**config.mk**
```make
export PLATFORM = sky130hd
export DESIGN_NAME = alu_pipelined_unit
export DESIGN_NICKNAME = d
export VERILOG_FILES = /design/src/rtl/alu_pkg.sv /design/src/rtl/alu_result_fifo.sv /design/src/rtl/alu_pipelined_unit.sv
export SDC_FILE = /design/constraint.sdc
export NUM_CORES = 1
export LEC_CHECK = 0
export CAP_MARGIN = 25
export CELL_PAD_IN_SITES_DETAIL_PLACEMENT = 2
export CELL_PAD_IN_SITES_GLOBAL_PLACEMENT = 2
export CORE_UTILIZATION = 37
export CTS_BUF_LIST = sky130_fd_sc_hd__clkbuf_8
export DETAILED_ROUTE_END_ITERATION = 8
export PLACE_DENSITY = 0.9
export SLEW_MARGIN = 25
export SYNTH_ARGS = -nofsm -noshare
export SYNTH_HDL_FRONTEND = slang
export SYNTH_SLANG_ARGS = --single-unit
```
**constraint.sdc**
```tcl
create_clock -name clk -period 6.35 [get_ports clk]
set_input_delay 1.27 -clock clk [delete_from_list [all_inputs] [get_ports clk]]
set_output_delay 1.27 -clock clk [all_outputs]
set_load 0.01 [all_outputs]
```
**src/rtl/alu_pkg.sv**
```systemverilog
// Shared types for the pipelined ALU: opcode and logic-op encodings plus the decoded control bundle.
// The ALU_SHADD_EN build reuses the ALU_SHADD encoding declared here.
package alu_pkg;

    typedef enum logic [2:0] {
        ALU_CONSTANT  = 3'd0,
        ALU_ADD_SUB   = 3'd1,
        ALU_SLT_LOGIC = 3'd2,
        ALU_SHIFT     = 3'd3,
        ALU_SHADD     = 3'd4
    } alu_op_t;

    typedef enum logic [1:0] {
        LOGIC_XOR   = 2'd0,
        LOGIC_OR    = 2'd1,
        LOGIC_AND   = 2'd2,
        LOGIC_OTHER = 2'd3
    } logic_op_t;

    typedef struct packed {
        alu_op_t   op;
        logic_op_t logic_op;
        logic      subtract;
        logic      is_slt;
        logic      is_unsigned;
        logic      shift_left;
        logic      shift_arith;
        logic      use_imm;
    } alu_ctrl_t;

endpackage

```
**src/rtl/alu_result_fifo.sv**
```systemverilog
// Circular result buffer with registered storage; head data reads as zero while empty.
// DEPTH must be a power of two and at least 2.
module alu_result_fifo #(
    parameter int DEPTH = 4,
    parameter int WIDTH = 8
) (
    input  logic             clk,
    input  logic             rst,
    input  logic             push,
    input  logic [WIDTH-1:0] push_data,
    input  logic             pop,
    output logic             full,
    output logic             empty,
    output logic [WIDTH-1:0] head_data
);

    localparam int AW = $clog2(DEPTH);

    logic [AW:0]      r_wr_ptr;
    logic [AW:0]      r_rd_ptr;
    logic [WIDTH-1:0] r_mem [DEPTH];
    logic             w_push_ok;
    logic             w_pop_ok;

    // Extra pointer bit distinguishes full from empty when the index bits match.
    assign empty     = (r_wr_ptr == r_rd_ptr);
    assign full      = (r_wr_ptr[AW] != r_rd_ptr[AW]) && (r_wr_ptr[AW-1:0] == r_rd_ptr[AW-1:0]);
    assign w_pop_ok  = pop & ~empty;
    assign w_push_ok = push & (~full | w_pop_ok);
    assign head_data = empty ? '0 : r_mem[r_rd_ptr[AW-1:0]];

    always_ff @(posedge clk) begin
        if (rst) begin
            r_wr_ptr <= '0;
            r_rd_ptr <= '0;
        end else begin
            if (w_push_ok) r_wr_ptr <= r_wr_ptr + (AW+1)'(1);
            if (w_pop_ok)  r_rd_ptr <= r_rd_ptr + (AW+1)'(1);
        end
    end

    always_ff @(posedge clk) begin
        if (w_push_ok) r_mem[r_wr_ptr[AW-1:0]] <= push_data;
    end

endmodule

```
**src/rtl/alu_pipelined_unit.sv**
```systemverilog
// Pipelined integer ALU: combinational execute, LATENCY result stages, credit-controlled result buffer.
// Defining ALU_SHADD_EN adds the shadd_amt port and Zba shift-and-add on the ALU_SHADD opcode.
module alu_pipelined_unit
    import alu_pkg::*;
#(
    parameter int XLEN         = 32,
    parameter int LATENCY      = 1,
    parameter int RESULT_DEPTH = 4,
    parameter int ID_W         = 3
) (
    input  logic             clk,
    input  logic             rst,
    input  logic             issue_valid,
    output logic             issue_ready,
    input  logic [ID_W-1:0]  issue_id,
    input  alu_op_t          op,
    input  logic_op_t        logic_op,
    input  logic             subtract,
    input  logic             is_slt,
    input  logic             is_unsigned,
    input  logic             shift_left,
    input  logic             shift_arith,
    input  logic             use_imm,
    input  logic [XLEN-1:0]  rs1,
    input  logic [XLEN-1:0]  rs2,
    input  logic [XLEN-1:0]  imm,
    input  logic [XLEN-1:0]  constant,
`ifdef ALU_SHADD_EN
    input  logic [1:0]       shadd_amt,
`endif
    output logic             wb_done,
    output logic [ID_W-1:0]  wb_id,
    output logic [XLEN-1:0]  wb_rd,
    input  logic             wb_ack
);

    localparam int SHW   = $clog2(XLEN);
    localparam int OCC_W = $clog2(RESULT_DEPTH) + 1;

    alu_ctrl_t              w_ctrl;
    logic [XLEN-1:0]        w_b;
    logic [XLEN:0]          w_a_ext;
    logic [XLEN:0]          w_b_ext;
    logic [XLEN:0]          w_sum;
    logic [SHW-1:0]         w_shamt;
    logic [XLEN-1:0]        w_shl;
    logic signed [XLEN:0]   w_shr_src;
    logic [XLEN-1:0]        w_shr;
    logic [XLEN-1:0]        w_result;
    logic                   w_accept;
    logic                   w_pop;
    logic                   w_full;
    logic                   w_empty;
    logic [ID_W+XLEN-1:0]   w_head;

    logic [LATENCY-1:0]     r_v;
    logic [ID_W-1:0]        r_id [LATENCY];
    logic [XLEN-1:0]        r_rd [LATENCY];
    logic [OCC_W-1:0]       r_occ;

    assign w_ctrl = '{op: op, logic_op: logic_op, subtract: subtract, is_slt: is_slt,
                      is_unsigned: is_unsigned, shift_left: shift_left,
                      shift_arith: shift_arith, use_imm: use_imm};

    // The adder is one bit wider so bit XLEN is the signed/unsigned less-than flag.
    assign w_b       = w_ctrl.use_imm ? imm : rs2;
    assign w_a_ext   = {~w_ctrl.is_unsigned & rs1[XLEN-1], rs1};
    assign w_b_ext   = {~w_ctrl.is_unsigned & w_b[XLEN-1], w_b};
    assign w_sum     = w_a_ext + (w_ctrl.subtract ? ~w_b_ext : w_b_ext)
                       + {{XLEN{1'b0}}, w_ctrl.subtract};
    assign w_shamt   = w_b[SHW-1:0];
    assign w_shl     = rs1 << w_shamt;
    assign w_shr_src = {w_ctrl.shift_arith & rs1[XLEN-1], rs1};
    assign w_shr     = XLEN'(w_shr_src >>> w_shamt);

    always_comb begin
        w_result = '0;
        case (w_ctrl.op)
            ALU_CONSTANT: w_result = constant;
`ifdef ALU_SHADD_EN
            ALU_ADD_SUB:  w_result = w_sum[XLEN-1:0];
            ALU_SHADD:    w_result = (rs1 << shadd_amt) + rs2;
`else
            ALU_ADD_SUB, ALU_SHADD: w_result = w_sum[XLEN-1:0];
`endif
            ALU_SLT_LOGIC: begin
                if (w_ctrl.is_slt) begin
                    w_result = {{(XLEN-1){1'b0}}, w_sum[XLEN]};
                end else begin
                    case (w_ctrl.logic_op)
                        LOGIC_XOR: w_result = rs1 ^ w_b;
                        LOGIC_OR:  w_result = rs1 | w_b;
                        LOGIC_AND: w_result = rs1 & w_b;
                        default:   w_result = w_sum[XLEN-1:0];
                    endcase
                end
            end
            ALU_SHIFT: begin
                if (w_ctrl.shift_left) w_result = w_shl;
                else                   w_result = w_shr;
            end
            default: w_result = '0;
        endcase
    end

    // Result stages shift every cycle; no stall is ever needed because credits reserve buffer space.
    always_ff @(posedge clk) begin
        if (rst) begin
            r_v <= '0;
            for (int i = 0; i < LATENCY; i++) begin
                r_id[i] <= '0;
                r_rd[i] <= '0;
            end
        end else begin
            r_v[0] <= w_accept;
            if (w_accept) begin
                r_id[0] <= issue_id;
                r_rd[0] <= w_result;
            end
            for (int i = 1; i < LATENCY; i++) begin
                r_v[i]  <= r_v[i-1];
                r_id[i] <= r_id[i-1];
                r_rd[i] <= r_rd[i-1];
            end
        end
    end

    always_ff @(posedge clk) begin
        if (rst)                       r_occ <= '0;
        else if (w_accept && !w_pop)   r_occ <= r_occ + OCC_W'(1);
        else if (!w_accept && w_pop)   r_occ <= r_occ - OCC_W'(1);
        else                           r_occ <= r_occ;
    end

    assign issue_ready = (r_occ < OCC_W'(RESULT_DEPTH)) && !w_full;
    assign w_accept    = issue_valid & issue_ready;
    assign w_pop       = wb_ack & wb_done;
    assign wb_done     = ~w_empty;
    assign wb_id       = w_head[ID_W+XLEN-1:XLEN];
    assign wb_rd       = w_head[XLEN-1:0];

    alu_result_fifo #(
        .DEPTH (RESULT_DEPTH),
        .WIDTH (ID_W + XLEN)
    ) u_fifo (
        .clk       (clk),
        .rst       (rst),
        .push      (r_v[LATENCY-1]),
        .push_data ({r_id[LATENCY-1], r_rd[LATENCY-1]}),
        .pop       (w_pop),
        .full      (w_full),
        .empty     (w_empty),
        .head_data (w_head)
    );

endmodule

```
Word-level counts from Yosys, hierarchy flattened
Memories as Yosys holds them, arrays and structs flattened. A register that Yosys moved wholly into a read port is not among the register bits.
Cells that the tools add are included.
Storage, ports and cells
  bits in registers: 10
  memories: 3
  input bits: 146
  output and inout bits: 37
  RAM bits: 175
Memories
  u_fifo.r_mem: words 4, bits a word 35, read ports 1, clocked after memory_dff 1, write ports 1, line alu_result_fifo.sv:21  | logic [WIDTH-1:0] r_mem [DEPTH];
  r_rd: words 1, bits a word 32, read ports 1, clocked after memory_dff 0, write ports 1, line alu_pipelined_unit.sv:58  | logic [XLEN-1:0] r_rd [LATENCY];
  r_id: words 1, bits a word 3, read ports 1, clocked after memory_dff 0, write ports 1, line alu_pipelined_unit.sv:57  | logic [ID_W-1:0] r_id [LATENCY];
Cells by class
  bitwise logic cells: 15
  muxes and demuxes: 22
  equal/unequal tests: 9
  magnitude comparators: 1
  reduce and logical (&&, ||, !) cells: 13
  add/subtract/negate cells: 6
  shift operators: 2
Operators by type and width (number)
  2-to-1 mux 32 bit: 4
  case mux 32 bit (4 select lines): 1
  case mux 32 bit (3 select lines): 1
  2-to-1 mux 35 bit: 1
  adder 33 x 1 -> 33 bit: 1
  adder 33 bit: 1
  2-to-1 mux 33 bit: 1
  inverter 33 bit: 1
  >>> shifter 33 x 5 -> 32 bit: 1
  bitwise AND 32 bit: 1
  OR 32 bit: 1
  OR reduction 32 bit: 1
  << shifter 32 x 5 -> 32 bit: 1
  XOR 32 bit: 1
  adder 3 x 1 -> 3 bit (second input constant): 3
  2-to-1 mux 1 bit: 9
  2-to-1 mux 3 bit: 3
  bitwise AND 1 bit: 7
  equality test 3 x 2 -> 1 bit (second input constant): 2
  logical AND 1 bit: 4
  2-to-1 mux 2 bit: 2
  equality test 3 x 1 -> 1 bit (second input constant): 1
  equality test 3 bit: 1
  equality test 3 bit (second input constant): 1
  other kinds (14): 18

Depth between registers and ports, before layout
  depth in word-level cells: 10
  gate-level depth with buffers: 18
  gate-level depth less buffers: 13

Hierarchy
Synthesis repeated with hierarchy kept, for this count alone.
Unflattened totals
  cell total of the unflattened synthesis: 1560
  area total of the unflattened synthesis: 15807.7 sq um
Modules (own cells, without submodules)
  alu_pipelined_unit: sequential area each 1131.1 sq um, area each 10034.6 sq um, times used 1, cells each 1285
  alu_result_fifo: sequential area each 4364.2 sq um, area each 5773.0 sq um, times used 1, cells each 275

Worst setup path before layout
OpenSTA, ideal clock, no wires.
  kind: input -> register
  start point: input port use_imm
  end point: memory r_rd[0][28], data pin
  path buffers: 3
  cell stages on the path: 14
  setup time: 0.273 ns
  setup slack: 1.479 ns
  arrival time: 4.598 ns
  required time: 6.077 ns
  path through: buf_6 -> buf_2 -> buf_1 -> mux2i_1 -> xnor2_1 -> ha_1 -> a21oi_1 -> o21ai_0 -> a221o_1 -> o21a_1 -> a2111o_1 -> a31oi_1 -> mux2i_1 -> a31oi_1
On the way
  cells in the longest elaborated chain, start to end: 9
Ends and longest elaborated chain
  start: declaration: line alu_pipelined_unit.sv:23  | input logic use_imm,
  2-to-1 mux 32 bit *: line alu_pipelined_unit.sv:66  | assign w_b = w_ctrl.use_imm ? imm : rs2;
  inverter 33 bit: line alu_pipelined_unit.sv:69  | assign w_sum = w_a_ext + (w_ctrl.subtract ? ~w_b_ext : w_b_ext)
  2-to-1 mux 33 bit: line alu_pipelined_unit.sv:69
  adder 33 bit: line alu_pipelined_unit.sv:69
  adder 33 x 1 -> 33 bit: line alu_pipelined_unit.sv:70  | + {{XLEN{1'b0}}, w_ctrl.subtract};
  case mux 32 bit (3 select lines): line alu_pipelined_unit.sv:90  | case (w_ctrl.logic_op)
  2-to-1 mux 32 bit: line alu_pipelined_unit.sv:87  | if (w_ctrl.is_slt) begin
  case mux 32 bit (4 select lines) *: line alu_pipelined_unit.sv:78  | case (w_ctrl.op)
  2-to-1 mux 32 bit (no line) *
  end: declaration: line alu_pipelined_unit.sv:58
Mark *: on every way between the ends. The rest lies on a longest branch, timed or not.

Worst setup path after layout
  start point: input port rs2[1]
  end point: memory r_rd[0][26], data pin
On the way
  cells in the longest elaborated chain, start to end: 9
Ends and longest elaborated chain
  start: declaration: line alu_pipelined_unit.sv:25  | input logic [XLEN-1:0] rs2,
  2-to-1 mux 32 bit *: line alu_pipelined_unit.sv:66
  inverter 33 bit: line alu_pipelined_unit.sv:69
  2-to-1 mux 33 bit: line alu_pipelined_unit.sv:69
  adder 33 bit: line alu_pipelined_unit.sv:69
  adder 33 x 1 -> 33 bit: line alu_pipelined_unit.sv:70
  case mux 32 bit (3 select lines): line alu_pipelined_unit.sv:90
  2-to-1 mux 32 bit: line alu_pipelined_unit.sv:87
  case mux 32 bit (4 select lines) *: line alu_pipelined_unit.sv:78
  2-to-1 mux 32 bit (no line) *
Marks and branches as above.

==> results by group <==
Outcome
  – Status: complete, but fails checks
  – Failing checks: DRC

Placed design
  – Dpl ws: between 0.9 and 1 ns
  – Final GP Congestion: ~0.97
  – Port bufs: 182
  – Post-detail-place hpwl: 53270 um

Timing
  – Max-slew violation count: 0
  – Skew final: roughly 0.034 ns
  – Relative slew slack: 28.78%
  – Min cycle time layout: 5.085 ns
  – Sum of negative setup slack: 0 ns
  – Final setup margin: 1.265 ns
  – Final setup vio count: 0
  – Tcrit/Tclk final: 80.08%
  – Worst Max-Slew Pin Slew: roughly 1.1 ns
  – Fmax: 196.6 MHz
  – Final Hold Vio Count: 0
  – RSZ-0062 raised after global routing: false

Synthesis
  – Post-synth top area share: about a third
  – Syn Inst Count: 1569
  – Synth top area cells: edfxtp_1 34%, mux2i_1 9.2%, ha_1 8.6%
  – Post-Syn Nets: ~1800
  – Post-synth EDFFs: 175
  – Post-synth top cells: 175 x edfxtp_1, 170 x nand2_1, 142 x mux2i_1
  – Yosys warns: 0
  – Most common cell in the netlist: edfxtp_1
  – Synthesized flop and latch total: 187
  – Area leader, netlist: edfxtp_1
  – Ys async rst share: 0%
  – Most used flip-flop cell after synthesis: edfxtp_1
  – Syn Area/Cell: about 9.9 um^2
  – Post-synthesis cell type count: 73
  – Syn Std Cell Area: between 15000 and 20000 um^2
  – Sequential-to-total area share from yosys stat: 35.55%

Detailed routing
  – DR WL/cell: 29.90 um
  – First drt pass iteration count: 8
  – DR vias/cell: 6.180
  – Via Count: 13880
  – Remaining antenna violation count after routing: 0
  – DR iter-0 viols: 1040
  – Final Routed Wirelength: 67160 um
  – Drt drc: 16

Global route
  – Grt met1 use: 39.46%
  – Gr busiest metal: met2
  – Met2 Usage GRT: between 50% and 60%
  – GRT Total Usage: 31.86%
  – Number of global-route vias before repair: 14870
  – M3 GR Usage: between 4 and 5%
  – Grt total ovfl: 0
  – Initial antenna violation count: 0
  – Pin count of the biggest net entering global routing: 68
  – First-pass GRT wire length: 98880 um

Setup path
  – Crit. End Element: flip-flop
  – Worst path bufs/invs: 3
  – Cell Chain, Critical Path: clkdlybuf4s50_1 -> mux2i_4 -> xnor2_1 -> inv_1 -> fa_1 -> nand3b_1 -> a21oi_1 -> o2111ai_1 -> a21oi_1 -> o2111ai_1 -> a21oi_1 -> mux2i_1 -> o21ai_0 -> buf_4 -> a31oi_1
  – Worst path slowest cell: clkdlybuf4s50_1
  – Worst-path fanout max: 9
  – CP arrival: 5.38 ns
  – Data required, critical path: 6.65 ns
  – Worst setup SP type: primary input
  – Slowest stage delay, CP: 0.47 ns
  – Crit-path leading delay family: compound AO/OA/AOI/OAI gates
  – CP Class: in2reg
  – Most used cell, CP: a21oi_1

Die
  – Core area: slightly above 40000 um^2
  – Row count: 74
  – Die Wd: between 200 and 250 um
  – Die height: slightly above 200 um
  – Starting Density: 37.68%
  – Die area: 42590 um^2
  – Top-level port count: about 180

Power and ir drop
  – Switching Power: 1.728 mW
  – Clock power share: 19.1%
  – Switching Fraction: between 30% and 40%
  – Pleak: just over 7 nW
  – Sequential share of power: 37.5%
  – Internal Power: ~2.6 mW
  – Comb pwr share: 43.4%
  – VDD IR max: 128.3 uV
  – Pwr/cell area: about 240 nW/um^2

Final layout
  – Share of layout cells above drive strength 1: 9.510%
  – N_diodes: 0
  – Nets: ~2000
  – Layout area overhead: 18.47%

CTS
  – H-tree depth: 4
  – CTS tree: yes
  – Clock root buffer: clkbuf_8
  – CTS Sinks: 187
  – Clock buffer depth: 2
  – CTS Hold Bufs: 0
  – Post-CTS resize count: 0
  – CTS Buf Count: 17
  – Worst-path clk slew: 0.12 ns
  – Latest clock arrival within the worst-skew pair: 0.50 ns
  – Post-CTS setup buffers: 0

Worst hold path
  – HP Class: reg2reg

Flow run
  – Max-cap violation count: 0
==> routing by layer <==
layer	share of wire [%]	wire [um]
met5	0	0
met4	4.7	3134
met3	5.2	3498
met2	49	33220
met1	41	27300
==> power by group through the flow <==
stage | Combinational, mW | Sequential, mW | Clock [mW]
3_3_place_gp | 1.76 | 1.62 | 0
2_1_floorplan | 1.12 | 1.57 | 0
4_1_cts | 1.87 | 1.63 | 0.840
6_report | 1.89 | 1.63 | 0.829
3_5_place_dp | 1.86 | 1.66 | 0
5_1_grt | 2.01 | 1.64 | 0.872
==> cell type report <==
| type | instances | area, um^2 |
|---|---|---|
| clock inverters | 15 | 191.4 |
| inverters | 88 | 335.3 |
| clock buffers | 17 | 234.0 |
| fillers | 4328 | 22710 |
| well taps | 532 | 665.6 |
| multi-input cells | 1184 | 9211 |
| repair buffers | 223 | 2175 |
| flip-flops and latches | 187 | 5499 |
==> logic make-up after synthesis <==
| logic type | after synthesis | synth area share (%) |
|---|---|---|
| multiplexers | 205 | 17.99 |
| XOR/XNOR | 66 | 3.740 |
| flip-flops | 187 | 35.55 |
| buffers and inverters | 198 | 5.448 |
| adder cells (fa/ha/maj) | 108 | 8.840 |
| AND/OR/NAND/NOR | 423 | 12.31 |
| AO/OA/AOI/OAI | 382 | 16.12 |
==> through the flow <==
step	utilization (%)	instance area [um^2]	instances	hold slack, ns	power (mW)
floorplan	-	15460	1569	0.4579	2.683
global placement	43.40	17800	2211	0.4662	3.376
detailed placement	43.58	17870	2214	0.5126	3.515
CTS	44.61	18300	2246	0.5279	4.339
global route	44.64	18310	2246	0.5436	4.527
finish	44.64	18310	2246	0.5338	4.342
==> registers in the layout, summed over array words and instances (netlist names), named ones only <==
| signal | cells |
|---|---|
| r_occ | 3 |
| u_fifo.r_mem | 140 |
| r_rd | 32 |
| u_fifo.r_wr_ptr | 3 |
| r_v | 1 |
| u_fifo.r_rd_ptr | 3 |
| r_id | 3 |
==> placed cells by master (no fill, tap or decap), types with 5 or more instances in the layout <==
| master | instances |
|---|---|
| a211o_1 | 5 |
| a211oi_1 | 29 |
| a21o_1 | 22 |
| a21oi_1 | 98 |
| a221oi_1 | 8 |
| a222oi_1 | 12 |
| a22oi_1 | 8 |
| a31oi_1 | 19 |
| and2_1 | 42 |
| and3_1 | 16 |
| buf_4 | 37 |
| clkbuf_8 | 17 |
| clkdlybuf4s50_1 | 179 |
| dfxtp_1 | 11 |
| edfxtp_1 | 175 |
| ha_1 | 106 |
| inv_1 | 85 |
| mux2_2 | 6 |
| mux2i_1 | 139 |
| mux2i_4 | 5 |
| mux4_2 | 53 |
| nand2_1 | 170 |
| nand2b_1 | 6 |
| nand3_1 | 33 |
| nand4_1 | 10 |
| nor2_1 | 104 |
| nor3_1 | 15 |
| o211ai_1 | 13 |
| o21a_1 | 7 |
| o21ai_0 | 85 |
| o21bai_1 | 6 |
| o221ai_1 | 8 |
| o22ai_1 | 20 |
| o311ai_0 | 8 |
| xnor2_1 | 50 |
| xor2_1 | 16 |
==> worst paths after layout <==
kind / startpoint / end / slack [ns] / cells past startpoint
setup reg to reg: u_fifo.r_wr_ptr[1] / r_rd[0][3] / 2.87 / 10
hold reg to reg: r_rd[0][25] / u_fifo.r_mem[1][25] / 0.53 / 0
setup / recovery: rs2[1] / r_rd[0][26] / 1.26 / 15
hold / removal: r_rd[0][25] / u_fifo.r_mem[1][25] / 0.53 / 0
Power figures use the tool's default switching activity.
